--- src/rtl/nfc_ram_arb_pkg.sv ---
// Shared parameters and types for the NFC / host SRAM arbiter.
//   RAM_AW / RAM_DW : SRAM address and data widths
//   arb_state_e     : arbiter FSM encoding (IDLE=00, PEND=01, RDAT=10)
//   host_buf_t      : latched host request
package nfc_ram_arb_pkg;

  localparam int unsigned RAM_AW = 13;
  localparam int unsigned RAM_DW = 16;
  localparam int unsigned RAM_BW = 2;
  localparam int unsigned STAT_W = 8;

  typedef enum logic [1:0] {
    ST_IDLE = 2'b00,
    ST_PEND = 2'b01,
    ST_RDAT = 2'b10
  } arb_state_e;

  typedef struct packed {
    logic              wr;
    logic [RAM_AW-1:0] addr;
    logic [RAM_BW-1:0] be;
    logic [RAM_DW-1:0] wdata;
  } host_buf_t;

  // Saturating increment for the wait statistics counter.
  function automatic logic [STAT_W-1:0] sat_inc(input logic [STAT_W-1:0] v);
    return (v == '1) ? v : v + STAT_W'(1);
  endfunction

endpackage

--- src/rtl/nfc_ram_arb.sv ---
// Arbitrates one single-port SRAM between the NFC datapath and a host port.
// The NFC always wins and sees zero added latency; the host request is
// buffered and issued in the first cycle the NFC leaves the SRAM free.
//
// Ports:
//   clk, rst_n            clock, async active-low reset
//   nfc_ram_*             NFC access (cen/wen active-low), ram_nfc_dout
//   host_req/wr/addr/be/wdata, host_ack, host_rdata   host request port
//   sram_*                SRAM macro (sram_dout valid 1 cycle after cen low)
//   stat_clr, host_wait_max   worst-case host wait statistic
//
// Optional feature: define NFC_RAM_ARB_STAT_EN to build the wait counter;
// otherwise host_wait_max is tied to zero and stat_clr is ignored.
module nfc_ram_arb
  import nfc_ram_arb_pkg::*;
(
  input  logic              clk,
  input  logic              rst_n,
  // NFC side
  input  logic [RAM_AW-1:0] nfc_ram_addr,
  input  logic              nfc_ram_cen,
  input  logic [RAM_BW-1:0] nfc_ram_wen,
  input  logic [RAM_DW-1:0] nfc_ram_din,
  output logic [RAM_DW-1:0] ram_nfc_dout,
  // Host side
  input  logic              host_req,
  input  logic              host_wr,
  input  logic [RAM_AW-1:0] host_addr,
  input  logic [RAM_BW-1:0] host_be,
  input  logic [RAM_DW-1:0] host_wdata,
  output logic              host_ack,
  output logic [RAM_DW-1:0] host_rdata,
  // SRAM side
  output logic [RAM_AW-1:0] sram_addr,
  output logic              sram_cen,
  output logic [RAM_BW-1:0] sram_wen,
  output logic [RAM_DW-1:0] sram_din,
  input  logic [RAM_DW-1:0] sram_dout,
  // Status
  input  logic              stat_clr,
  output logic [STAT_W-1:0] host_wait_max
);

  arb_state_e        state_q, state_d;
  host_buf_t         buf_q, buf_d;
  logic              host_ack_q, host_ack_d;
  logic [RAM_DW-1:0] host_rdata_q, host_rdata_d;
  logic              host_issue_c;

  // Read data goes straight back to the NFC regardless of who owns the SRAM.
  assign ram_nfc_dout = sram_dout;
  assign host_ack     = host_ack_q;
  assign host_rdata   = host_rdata_q;

  // State and host-side registers.
  always_ff @(posedge clk or negedge rst_n) begin
    if (!rst_n) begin
      state_q      <= ST_IDLE;
      buf_q        <= '0;
      host_ack_q   <= 1'b0;
      host_rdata_q <= '0;
    end else begin
      state_q      <= state_d;
      buf_q        <= buf_d;
      host_ack_q   <= host_ack_d;
      host_rdata_q <= host_rdata_d;
    end
  end

  // Next-state logic and SRAM port mux.
  always_comb begin
    state_d      = state_q;
    buf_d        = buf_q;
    host_ack_d   = 1'b0;
    host_rdata_d = host_rdata_q;
    host_issue_c = 1'b0;
    sram_addr    = nfc_ram_addr;
    sram_din     = nfc_ram_din;
    sram_cen     = 1'b1;
    sram_wen     = '1;

    if (!nfc_ram_cen) begin
      sram_cen = 1'b0;
      sram_wen = nfc_ram_wen;
    end

    unique case (state_q)
      ST_IDLE: begin
        // host_req is still held high in the ack cycle; that is not a new request.
        if (host_req && !host_ack_q) begin
          buf_d.wr    = host_wr;
          buf_d.addr  = host_addr;
          buf_d.be    = host_be;
          buf_d.wdata = host_wdata;
          state_d     = ST_PEND;
        end
      end
      ST_PEND: begin
        if (nfc_ram_cen) begin
          host_issue_c = 1'b1;
          sram_addr    = buf_q.addr;
          sram_din     = buf_q.wdata;
          sram_cen     = 1'b0;
          sram_wen     = buf_q.wr ? ~buf_q.be : '1;
          if (buf_q.wr) begin
            host_ack_d = 1'b1;
            state_d    = ST_IDLE;
          end else begin
            state_d    = ST_RDAT;
          end
        end
      end
      ST_RDAT: begin
        host_rdata_d = sram_dout;
        host_ack_d   = 1'b1;
        state_d      = ST_IDLE;
      end
      default: state_d = ST_IDLE;
    endcase
  end

`ifdef NFC_RAM_ARB_STAT_EN
  logic [STAT_W-1:0] wait_cnt_q, wait_cnt_d;
  logic [STAT_W-1:0] wait_max_q, wait_max_d;

  // Wait counter restarts on PEND entry; the value at issue is the number of
  // cycles the host was held off by the NFC.
  always_comb begin
    wait_cnt_d = wait_cnt_q;
    wait_max_d = wait_max_q;
    if (state_q == ST_IDLE && state_d == ST_PEND) begin
      wait_cnt_d = '0;
    end else if (state_q == ST_PEND) begin
      wait_cnt_d = sat_inc(wait_cnt_q);
    end
    if (stat_clr) begin
      wait_max_d = '0;
    end else if (host_issue_c && (wait_cnt_q > wait_max_q)) begin
      wait_max_d = wait_cnt_q;
    end
  end

  always_ff @(posedge clk or negedge rst_n) begin
    if (!rst_n) begin
      wait_cnt_q <= '0;
      wait_max_q <= '0;
    end else begin
      wait_cnt_q <= wait_cnt_d;
      wait_max_q <= wait_max_d;
    end
  end

  assign host_wait_max = wait_max_q;
`else
  logic unused_stat;
  assign unused_stat   = stat_clr ^ host_issue_c;
  assign host_wait_max = '0;
`endif

endmodule

--- config.mk ---
export PLATFORM = sky130hd
export DESIGN_NAME = nfc_ram_arb
export DESIGN_NICKNAME = d
export VERILOG_FILES = /design/src/rtl/nfc_ram_arb_pkg.sv /design/src/rtl/nfc_ram_arb.sv
export SDC_FILE = /design/constraint.sdc
export NUM_CORES = 1
export LEC_CHECK = 0
export ABC_AREA = 1
export BUFFER_PORTS_ARGS = -buffer_cell sky130_fd_sc_hd__clkbuf_2
export CAP_MARGIN = 20
export CORE_MARGIN = 2
export CORE_UTILIZATION = 47
export CTS_CLUSTER_DIAMETER = 40
export DETAILED_ROUTE_END_ITERATION = 7
export HOLD_SLACK_MARGIN = 0.05
export PLACE_DENSITY_LB_ADDON = 0.2
export SLEW_MARGIN = 20
export SYNTH_ARGS = -nofsm -noshare
export SYNTH_HDL_FRONTEND = slang
export SYNTH_SLANG_ARGS = --single-unit
--- constraint.sdc ---
create_clock -name clk -period 3.2 [get_ports clk]
set_clock_uncertainty 0.1 [all_clocks]
set_input_delay 0.64 -clock clk [delete_from_list [all_inputs] [get_ports clk]]
set_output_delay 0.64 -clock clk [all_outputs]
set_load 0.01 [all_outputs]
Yosys cells after proc, flatten, opt, wreduce, memory -nomap -nowiden
Cells that the tools add are included.
- logic and storage cells: 35
- input bits: 84
- output and inout port bits: 73
- register bits: 51
- reduce and logical (&&, ||, !) cells: 5
- equal/unequal tests: 4
- muxes and demuxes: 18
- bitwise operators: 1
- operators with widths (operator ; number):
    $mux 16 ; 2
    $mux 13 ; 2
    $mux 2 ; 7
    $mux 1 ; 5
    $ne 2x2->1 const B ; 2
    $pmux 2 s2 ; 1
    $reduce_and 2->1 ; 2
    $eq 2x1->1 const B ; 1
    $eq 2x2->1 const B ; 1
    $logic_not 2->1 ; 1
    $not 2->2 ; 1
    $pmux 1 s2 ; 1
    $logic_and 1x1->1 ; 1
    $logic_not 1->1 ; 1

Longest topological paths before layout
Gate-level depths: netlist of the first run.
- depth after elaboration: 4
- mapped depth: 8
- mapped depth without buffers: 6

Worst setup path after synthesis of the first run
Ideal clock, no wire load.
- path kind: in2out
- start: in nfc_ram_cen
- end: out sram_wen[0]
- path slack: 1.297 ns
- data required time: 2.460 ns
- buffers on the path: 1
- cell stages on the path: 4
- data arrival time: 1.163 ns
- cells stage by stage: nand2_2 -> buf_2 -> nor2_2 -> a21oi_1
- cells in the longest elaborated chain, start to end: 3
- ends and longest elaborated chain (element ; RTL line ; RTL):
    from (decl) ; nfc_ram_arb.sv:21 ; input logic nfc_ram_cen,
    $mux 2 ; nfc_ram_arb.sv:82 ; if (!nfc_ram_cen) begin
    $mux 2 ; nfc_ram_arb.sv:99 ; if (nfc_ram_cen) begin
    $mux 2 (*) ; nfc_ram_arb.sv:87 ; unique case (state_q)
    to (decl) ; nfc_ram_arb.sv:36 ; output logic [RAM_BW-1:0] sram_wen,
Every way passes the cells marked *; elsewhere a longest branch is shown, timed or not.

Final worst setup path of the first run
- start: reg state_q[1]
- end: out sram_din[5]
- cells in the longest elaborated chain, start to end: 2
- ends and longest elaborated chain (element ; RTL line ; RTL):
    from (decl) ; nfc_ram_arb.sv:44 ; arb_state_e state_q, state_d;
    from (signal assigned) ; nfc_ram_arb.sv:63 ; state_q <= state_d;
    $eq 2x1->1 ; nfc_ram_arb.sv:87 ;
    $mux 16 ; nfc_ram_arb.sv:87 ;
    to (decl) ; nfc_ram_arb.sv:37 ; output logic [RAM_DW-1:0] sram_din,
No other way between the ends.

==> qor.csv, run 1 <==
stage,metric,value,unit
status,status,completed,
place,place_congestion,0.7171,
clock_tree,htree_levels,2,
power_and_ir_drop,switching_share,38.45,%
worst_setup_path,arrival,1810,ps
grt,grt_usage,19.90,%
floorplanning,coreArea,5439,um^2
synth,ys_seq_area_share,49.11,%
route,vias,2326,
floorplanning,ios,157,
worst_setup_path,r2r-end,buf_q[31],
route,vias_per_cell,4.482,
synth,synth.top_cells.by_count,"nand2_1, dfrtp_1, buf_4, mux2_2",
min_path,holdCritPathClass,input port to asynchronous set/reset pin,
clock_tree,cts_tree,done,
sta,fmax,392.2,MHz
floorplanning,initial_core_util,47.78,%
grt,grt_overflow,0,
clock_tree,postCtsSetupRepairBufs,0,
synth,avgSynthCellArea,8.096,um^2
worst_setup_path,worstSetupEndpointType,primary output,
clock_tree,cts_sinks,51,
sta,fin_crit,2550,ps
power_and_ir_drop,ir_drop,0.3920,mV
sta,hold_viol,0,
clock_tree,clk_latency,290,ps
clock_tree,numCtsBuffers,5,
worst_setup_path,worstPathRequired,2460,ps
clock_tree,clockRootBuffer,clkbuf_8,
cells_and_area,drive_above_1_share,39.60,%
power_and_ir_drop,p_switching,1.059,mW
route,ant_nets,0,
sta,holdWs,148.7,ps
synth,synth_most_common_cell,nand2_1,
worst_setup_path,worstSetupStartpoint,state_q[1],
synth,async_flop_share,100.0,%
floorplanning,die_h,78.36,um
worst_setup_path,crit_fanout,29,
sta,drv_slew,0,
clock_tree,cts_hold_buffers,0,
place,hpwl,4.247,mm
power_and_ir_drop,p_comb_share,43.6,%
place,io_buffers,147,
route,totalWireLength,5.682,mm
power_and_ir_drop,clock_power_share,15.5,%
power_and_ir_drop,p_leak,2.015,nW
route,firstDrtPassIters,4,
route,drtIter0Drc,122,
sta,worstMarginPinSlew,742.5,ps
synth,synth_top_area_share,49.11,%
grt,grt_max_degree,36,
power_and_ir_drop,seq_power_share,40.9,%
route,drc,0,
power_and_ir_drop,internal-power,1.696,mW
worst_setup_path,crit_type,register to primary output,
sta,setup_tns,0,ps
synth,yosys-top-cells-area,"dfrtp_1, nand2_1, buf_4, mux2_2, ha_1",
worst_setup_path,endpoint,sram_din[5],
clock_tree,clock_path_buffers,2,
sta,setup_viol,0,
worst_setup_path,r2r_start,state_q[1],
synth,synth_edf_count,0,
synth,synth_top_area_cell,dfrtp_1,
clock_tree,cts_resized,0,
synth,synth_seq_cells,51,
cells_and_area,syn_to_final_growth,26.96,%
grt,grt_first_pass_wirelength,9.749,mm
synth,synth_ff_type,dfrtp_1,
power_and_ir_drop,power_density,835.0,nW/um^2
run,drv_cap,0,
synth,synth_cell_types,19,
floorplanning,core.rowCount,27,
synth,netlist_area,2599,um^2
sta,rsz0062_at_grt,no,
grt,grt_pass1_vias,2162,
cells_and_area,nNetsFinal,535,
floorplanning,dieWidth,78.36,um
sta,slew-limit-headroom,50.50,%
synth,syn-instance-count,321,
cells_and_area,diodes,0,
synth,synth_warnings,0,
clock_tree,cts.clk_slew.worst_paths,90,ps
worst_setup_path,r2r_cells,6,
worst_setup_path,r2r_slack,1290,ps
floorplanning,dieArea,6140,um^2
sta,fin_crit_sh,79.69,%
worst_setup_path,start_kind,register,
route,wl_per_cell,10.95,um
grt,grt_antenna_before_repair,0,
## cell usage in the layout, fill, tap and decap left out
cell         n
a21oi_1      2
bufinv_16    1
clkbuf_2   147
o21a_1       1
dfrtp_1     51
nand2_1    191
nor2_1       5
inv_1        5
nor2_2       1
nand2_2      1
mux2_2      16
inv_2        2
nand3_1      1
clkbuf_8     5
buf_4        3
nand3_2      1
conb_1       8
o21ai_0      1
ha_1         4
clkbuf_1     1
## power by group through the flow
stage	clock, mW	sequential [mW]	combinational, mW
2_1_floorplan	0	1.16	0.819
3_3_place_gp	0	1.12	1.20
3_5_place_dp	0	1.13	1.23
4_1_cts	0.442	1.13	1.23
5_1_grt	0.466	1.17	1.38
6_report	0.428	1.13	1.20
## stage by stage
stage          std cells  utilization [%]  setup WS (ps)  area, um^2  power [mW]
2_1_floorplan        328                -           1297        2625       1.975
3_3_place_gp         512            58.78          873.9        3197       2.320
3_5_place_dp         512            58.78          891.9        3197       2.365
4_1_cts              519            60.66          611.8        3299       2.800
5_1_grt              519            60.66          473.3        3299       3.016
6_report             519            60.66          650.1        3299       2.755
## final cells by class
cell class              instances  area [um^2]
clock buffers                   6        72.57
clock inverters                 1        30.03
fillers                       526         2140
inverters                       7        26.28
multi-input cells             232         1046
flip-flops and latches         51         1276
well taps                      72        90.09
repair buffers                150        758.2
## routing by layer
| layer | wire [um] | GRT usage (%) | up-vias |
|---|---|---|---|
| li1 | - | - | 1187 |
| met1 | 2375 | 24.12 | 1033 |
| met2 | 2799 | 35.69 | 99 |
| met3 | 445 | 4.828 | 7 |
| met4 | 61 | 4.737 | 0 |
| met5 | 0 | 0 | - |
## worst max-delay path, cell delays in order (launching register included)
cell      delay [ps]
dfrtp_1          410
inv_1            120
ha_1             210
nand2_2           70
inv_2            370
nand2_1          130
nand2_1           90
clkbuf_2         120
## registers in the layout, indices dropped and copies added (netlist names)
name / count
buf_q: 32
host_ack: 1
state_q: 2
host_rdata: 16
## logic make-up after synthesis
kind of cell               synth area share, %
muxes                                    6.933
AOI/OAI and AO/OA                       0.8666
buffers and inverters                    11.65
DFF                                      49.11
and+or+nand+nor                          29.37
other                                   0.1443
adders and majority gates                1.926
## worst min-delay path by stage
stage              start             end  slack (ps)  cells after the start
4_1_cts            rst_n   host_rdata[6]         160                      1
3_3_place_gp   buf_q[27]       buf_q[27]         360                      2
2_1_floorplan      rst_n        buf_q[0]         240                      0
6_report           rst_n  host_rdata[13]         150                      1
5_1_grt            rst_n  host_rdata[13]         180                      1
3_5_place_dp   buf_q[21]       buf_q[21]         370                      2
Note: power is estimated with default switching activity, not from simulation.
==> run 2: changes to the inputs <==
Settings changed: CORE_UTILIZATION 47 to 43.
Clock period 3.2 ns to 2.45 ns, I/O delays scaled along.
==> run 2 against run 1 <==
Effect of this change:
- final area unchanged
- hold slack better by 41 ps
- first-iteration DRC count down 5.7%
- clock-buffer cell count up 1
- sequential power up 29%
- via count down 0.90%
- cell count up 1.2%
- combinational power up 33%
- utilization down 4.6 points
- highest routed layer unchanged
==> qor.csv, run 2 (synthesized netlist as in run 1, its figures left out) <==
stage,metric,value,unit,change
min_path,holdCritPathClass,input port to asynchronous set/reset pin,,
cells_and_area,fin_util,56.06,%,-4.6 points
cells_and_area,final_common_cell,nand2_1,,
cells_and_area,largest_reg_flops,32,,unchanged
sta,hold_viol,0,,unchanged
grt,grt_pass1_vias,2106,,-2.6%
clock_tree,cts_sinks,51,,unchanged
clock_tree,postCtsSetupRepairBufs,0,,unchanged
route,drc,0,,unchanged
floorplanning,die_h,81.74,um,+4.3%
worst_setup_path,worstPathRequired,1860,ps,-600 ps
floorplanning,dieArea,6681,um^2,+8.8%
clock_tree,cts_tree,done,,
cells_and_area,fill_cells,595,,+13%
clock_tree,clock_path_buffers,2,,unchanged
sta,fin_crit_sh,94.11,%,
grt,grt_usage,18.00,%,-1.9 points
power_and_ir_drop,ir_drop,0.7479,mV,+91%
route,wl_per_cell,10.93,um,-0.17%
status,status,completed,,
route,drtIter0Drc,115,,-5.7%
worst_setup_path,crit_type,register to primary output,,
clock_tree,cts.clk_slew.worst_paths,90,ps,about the same
place,place_congestion,0.7691,,+7.3%
cells_and_area,diodes,0,,unchanged
sta,setup_viol,0,,unchanged
grt,grt_antenna_before_repair,0,,unchanged
sta,worstMarginPinSlew,627.9,ps,-114.6 ps
grt,grt_max_degree,52,,+44%
floorplanning,dieWidth,81.74,um,+4.3%
worst_setup_path,r2r_slack,750,ps,-540 ps
power_and_ir_drop,p_leak,2.015,nW,about the same
clock_tree,clk_latency,290,ps,about the same
sta,drv_slew,0,,unchanged
route,firstDrtPassIters,4,,unchanged
floorplanning,ios,157,,unchanged
floorplanning,core.rowCount,28,,+3.7%
sta,rsz0062_at_grt,yes,,
grt,grt_first_pass_wirelength,9.315,mm,-4.5%
floorplanning,initial_core_util,44.15,%,-3.6 points
power_and_ir_drop,power_density,1065,nW/um^2,+28%
worst_setup_path,r2r_cells,5,,-1
route,vias,2305,,-0.90%
sta,slew-limit-headroom,58.14,%,+7.6 points
clock_tree,htree_levels,2,,unchanged
worst_setup_path,r2r_start,state_q[1],,
sta,fin_crit,2306,ps,
worst_setup_path,start_kind,register,,
route,totalWireLength,5.738,mm,+0.99%
sta,fmax,433.7,MHz,
floorplanning,coreArea,5886,um^2,+8.2%
worst_setup_path,arrival,1720,ps,-90 ps
worst_setup_path,r2r-end,buf_q[31],,
worst_setup_path,crit_fanout,12,,-59%
worst_setup_path,worstSetupEndpointType,primary output,,
route,ant_nets,0,,unchanged
run,drv_cap,0,,unchanged
cells_and_area,top_register,buf_q,,
cells_and_area,final_cell_mix,"nand2_1, clkbuf_2, dfrtp_1",,
cells_and_area,syn_to_final_growth,26.96,%,unchanged
place,dp_slack,351.7,ps,-540.3 ps
place,io_buffers,147,,unchanged
grt,grt_overflow,0,,unchanged
route,vias_per_cell,4.390,,-2.0%
clock_tree,numCtsBuffers,5,,unchanged
sta,worst_slack,144.3,ps,-505.8 ps
cells_and_area,drive_above_1_share,39.78,%,+0.18 points
cells_and_area,nNetsFinal,537,,+0.37%
place,hpwl,4.216,mm,-0.73%
clock_tree,clockRootBuffer,clkbuf_8,,
[run 2: per-layer routing]
layer	share of wire, %	GRT usage, %	vias up
met5	0	0	-
met4	1.7	6.833	0
met3	6.7	3.626	8
met2	49	31.14	84
met1	43	22.07	1021
li1	-	-	1192
[run 2: stage by stage]
stage | power (mW) | std cells | cell area (um^2) | hold WS [ps] | TNS, ps
6_report | 3.515 | 525 | 3299 | 189.8 | 0
5_1_grt | 3.870 | 525 | 3299 | 248.8 | -3.023
4_1_cts | 3.575 | 525 | 3299 | 209.9 | 0
3_5_place_dp | 3.103 | 517 | 3216 | 365.1 | 0
3_3_place_gp | 3.046 | 517 | 3216 | 362.2 | 0
2_1_floorplan | 2.579 | 328 | 2625 | 94.41 | 0
[run 2: timing repair]
action | CTS | global route
endpoints found under the hold margin | 0 | 0
setup endpoints to repair | 1 | 1
hold buffers | 0 | 0
gates resized for setup | 1 | 0
[run 2: worst max path at each step]
stage,startpoint,end,cells after the start
global route,state_q[1],sram_addr[6],7
floorplan,state_q[0],sram_wen[0],5
detailed placement,state_q[1],sram_din[5],7
finish,state_q[1],sram_wen[1],7
global placement,state_q[1],sram_din[5],7
CTS,state_q[1],sram_wen[1],7
[run 2: power by group]
group	switching, mW	total [mW]	leakage [nW]	internal (mW)
clock	0.255	0.456	0.0422	0.201
sequential	0.208	1.46	0.625	1.25
combinational	0.924	1.60	1.35	0.672
total	1.39	3.52	2.02	2.13
[run 2: worst max-delay path, stage by stage, from the launching register on]
cell and delay [ps]:
dfrtp_1 420, inv_1 110, ha_1 220, nand2_2 100
buf_4 190, nor2_2 170, a21oi_1 90, clkbuf_2 140
[run 2: final cells by class]
type                    instances  area [um^2]  area share (%)
clock buffers                   7        76.32           2.313
clock inverters                 1        5.005          0.1517
inverters                       7        28.78          0.8722
multi-input cells             232         1046           31.70
flip-flops and latches         51         1276           38.68
well taps                      75        93.84           2.844
repair buffers                152        773.2           23.44
==> run 3: changes to the inputs <==
Settings changed: CORE_UTILIZATION 43 to 47.
Clock period 2.45 ns to 2.95 ns, I/O delays scaled along.
==> run 3 against run 2 <==
Effect of this change:
- register-to-register slack better by 270 ps
- global-route usage up 0.76 points
- clock power down 5.5%
- total power down 16%
- utilization up 4.6 points
- first-iteration DRC count up 1.7%
- critical path depth unchanged
- non-clock buffer count down 2
- cell count down 0.95%
- worst setup slack better by 88 ps
- highest routed layer unchanged
==> qor.csv, run 3 (synthesized netlist as in run 1, its figures left out) <==
stage,metric,value,unit,change
worst_setup_path,start_kind,register,,
sta,fmax,367.9,MHz,
cells_and_area,final_common_cell,nand2_1,,
worst_setup_path,r2r_slack,1020,ps,+270 ps
cells_and_area,diodes,0,,unchanged
clock_tree,cts_sinks,51,,unchanged
worst_setup_path,crit_fanout,29,,+17
cells_and_area,nNetsFinal,535,,-0.37%
worst_setup_path,crit_type,register to primary output,,
clock_tree,clockRootBuffer,clkbuf_8,,
place,hpwl,4.153,mm,-1.5%
worst_setup_path,crit_path_frequent_cell,nand2_1,,
worst_setup_path,arrival,2030,ps,+310 ps
sta,rsz0062_at_grt,no,,
power_and_ir_drop,p_switching,1.154,mW,-17%
clock_tree,cts_resized,0,,-1
sta,slew-limit-headroom,49.92,%,-8.2 points
place,io_buffers,147,,unchanged
floorplanning,dieWidth,78.36,um,-4.1%
cells_and_area,final_cell_mix,"nand2_1, clkbuf_2, dfrtp_1",,
route,drc,0,,unchanged
worst_setup_path,crit_chain,inv_1 -> ha_1 -> nand2_2 -> inv_2 -> nand2_1 -> nand2_1 -> clkbuf_2,,
sta,hold_viol,0,,unchanged
sta,setup_viol,0,,unchanged
cells_and_area,top_register,buf_q,,
grt,grt_antenna_before_repair,0,,unchanged
route,vias_per_cell,4.437,,+1.0%
cells_and_area,syn_to_final_growth,26.87,%,about the same
grt,grt_first_pass_wirelength,9.280,mm,-0.38%
clock_tree,clk_latency,300,ps,about the same
sta,worst_slack,232.0,ps,+87.75 ps
place,post-place-cells,512,,-0.97%
clock_tree,clock_path_buffers,2,,unchanged
grt,grt_max_degree,52,,unchanged
power_and_ir_drop,internal-power,1.805,mW,-15%
sta,fin_crit_sh,92.13,%,
cells_and_area,final_cells,520,,-0.95%
status,status,completed,,
worst_setup_path,worstPathRequired,2260,ps,+400 ps
cells_and_area,largest_reg_flops,32,,unchanged
worst_setup_path,worstSetupStartpoint,state_q[1],,
cells_and_area,drive_above_1_share,39.73,%,-0.046 points
floorplanning,initial_core_util,47.78,%,+3.6 points
route,firstDrtPassIters,4,,unchanged
power_and_ir_drop,p_total,2.960,mW,-16%
sta,drv_slew,0,,unchanged
floorplanning,dieArea,6140,um^2,-8.1%
sta,fin_crit,2718,ps,
power_and_ir_drop,p_comb_share,44.2,%,-1.2 points
route,wl_per_cell,10.78,um,-1.4%
worst_setup_path,slowest_stage,inv_2,,
clock_tree,cts_hold_buffers,0,,unchanged
clock_tree,cts_tree,done,,
grt,grt_usage,18.76,%,+0.76 points
clock_tree,postCtsSetupRepairBufs,0,,unchanged
power_and_ir_drop,power_density,897.7,nW/um^2,-16%
clock_tree,cts.clk_slew.worst_paths,90,ps,about the same
route,totalWireLength,5.604,mm,-2.3%
sta,worstMarginPinSlew,751.3,ps,+123.3 ps
floorplanning,core.rowCount,27,,-3.6%
worst_setup_path,max_stage_delay,440,ps,+20 ps
power_and_ir_drop,clock_power_share,14.6,%,+1.6 points
worst_setup_path,critPathBufInv,3,,unchanged
power_and_ir_drop,p_leak,2.015,nW,about the same
place,dp_slack,487.9,ps,+136.2 ps
grt,grt_pass1_vias,2107,,+0.047%
worst_setup_path,r2r_cells,7,,+2
worst_setup_path,r2r-end,buf_q[4],,
min_path,holdCritPathClass,input port to asynchronous set/reset pin,,
power_and_ir_drop,switching_share,38.99,%,-0.48 points
clock_tree,numCtsBuffers,5,,unchanged
grt,grt_overflow,0,,unchanged
place,place_congestion,0.7306,,-5.0%
worst_setup_path,worstSetupEndpointType,primary output,,
worst_setup_path,r2r_start,state_q[0],,
route,ant_nets,0,,unchanged
run,drv_cap,0,,unchanged
floorplanning,die_h,78.36,um,-4.1%
route,drtIter0Drc,117,,+1.7%
route,vias,2307,,+0.087%
floorplanning,coreArea,5439,um^2,-7.6%
worst_setup_path,cp_top_family,buffers and inverters,,
power_and_ir_drop,ir_drop,0.4680,mV,-37%
power_and_ir_drop,seq_power_share,41.2,%,-0.4 points
floorplanning,ios,157,,unchanged
sta,setup_tns,0,ps,unchanged
clock_tree,htree_levels,2,,unchanged
-- run 3: cell types whose count changed in the layout (fill, tap and decap cells not counted) --
cell and change:
inv_2 +1, buf_4 -2, clkbuf_8 +2, clkbuf_1 -1, inv_4 -1, clkinv_2 -1
-- run 3: power groups by stage --
stage	logic (mW)	registers (mW)	clock network, mW
floorplan	0.889	1.25	0
global placement	1.30	1.21	0
detailed placement	1.34	1.23	0
CTS	1.34	1.22	0.447
global route	1.50	1.26	0.468
finish	1.31	1.22	0.431
-- run 3: metrics by stage --
step | cell area, um^2 | hold slack (ps) | util, %
2_1_floorplan | 2625 | 194.4 | -
5_1_grt | 3297 | 346.6 | 60.62
6_report | 3297 | 282.9 | 60.62
3_5_place_dp | 3197 | 365.4 | 58.78
3_3_place_gp | 3197 | 361.3 | 58.78
4_1_cts | 3297 | 312.5 | 60.62
-- run 3: worst reg2reg max path: stages (launching register included) --
cell and delay, ps:
dfrtp_1 420, inv_1 90, ha_1 220, nand3_2 90, buf_4 240, inv_2 470, nand2_1 160, nand2_1 90
-- run 3: how the worst max path moves through the flow --
stage / end / slack, ps / depth (start not counted)
finish: sram_din[4] / 230 / 7
CTS: sram_addr[2] / 160 / 7
floorplan: sram_wen[0] / 1100 / 5
global placement: sram_din[5] / 470 / 6
detailed placement: sram_addr[2] / 490 / 6
global route: sram_addr[2] / 20 / 7
-- run 3: cell type report --
class	instances	area, um^2
inverter	7	26.28
clock buffer	8	100.1
timing repair buffer	150	758.2
fill	513	2142
multi-input combinational	232	1046
sequential	51	1276
tap	72	90.09
-- run 3: routing by layer --
layer	track usage, %	part of all wire [%]	routed length [um]	vias to the layer above
met1	23.52	45	2514	1023
met4	5.263	1.2	68	0
met5	0	0	0	-
met2	33.19	48	2662	87
li1	-	-	-	1189
met3	3.448	6.4	359	8
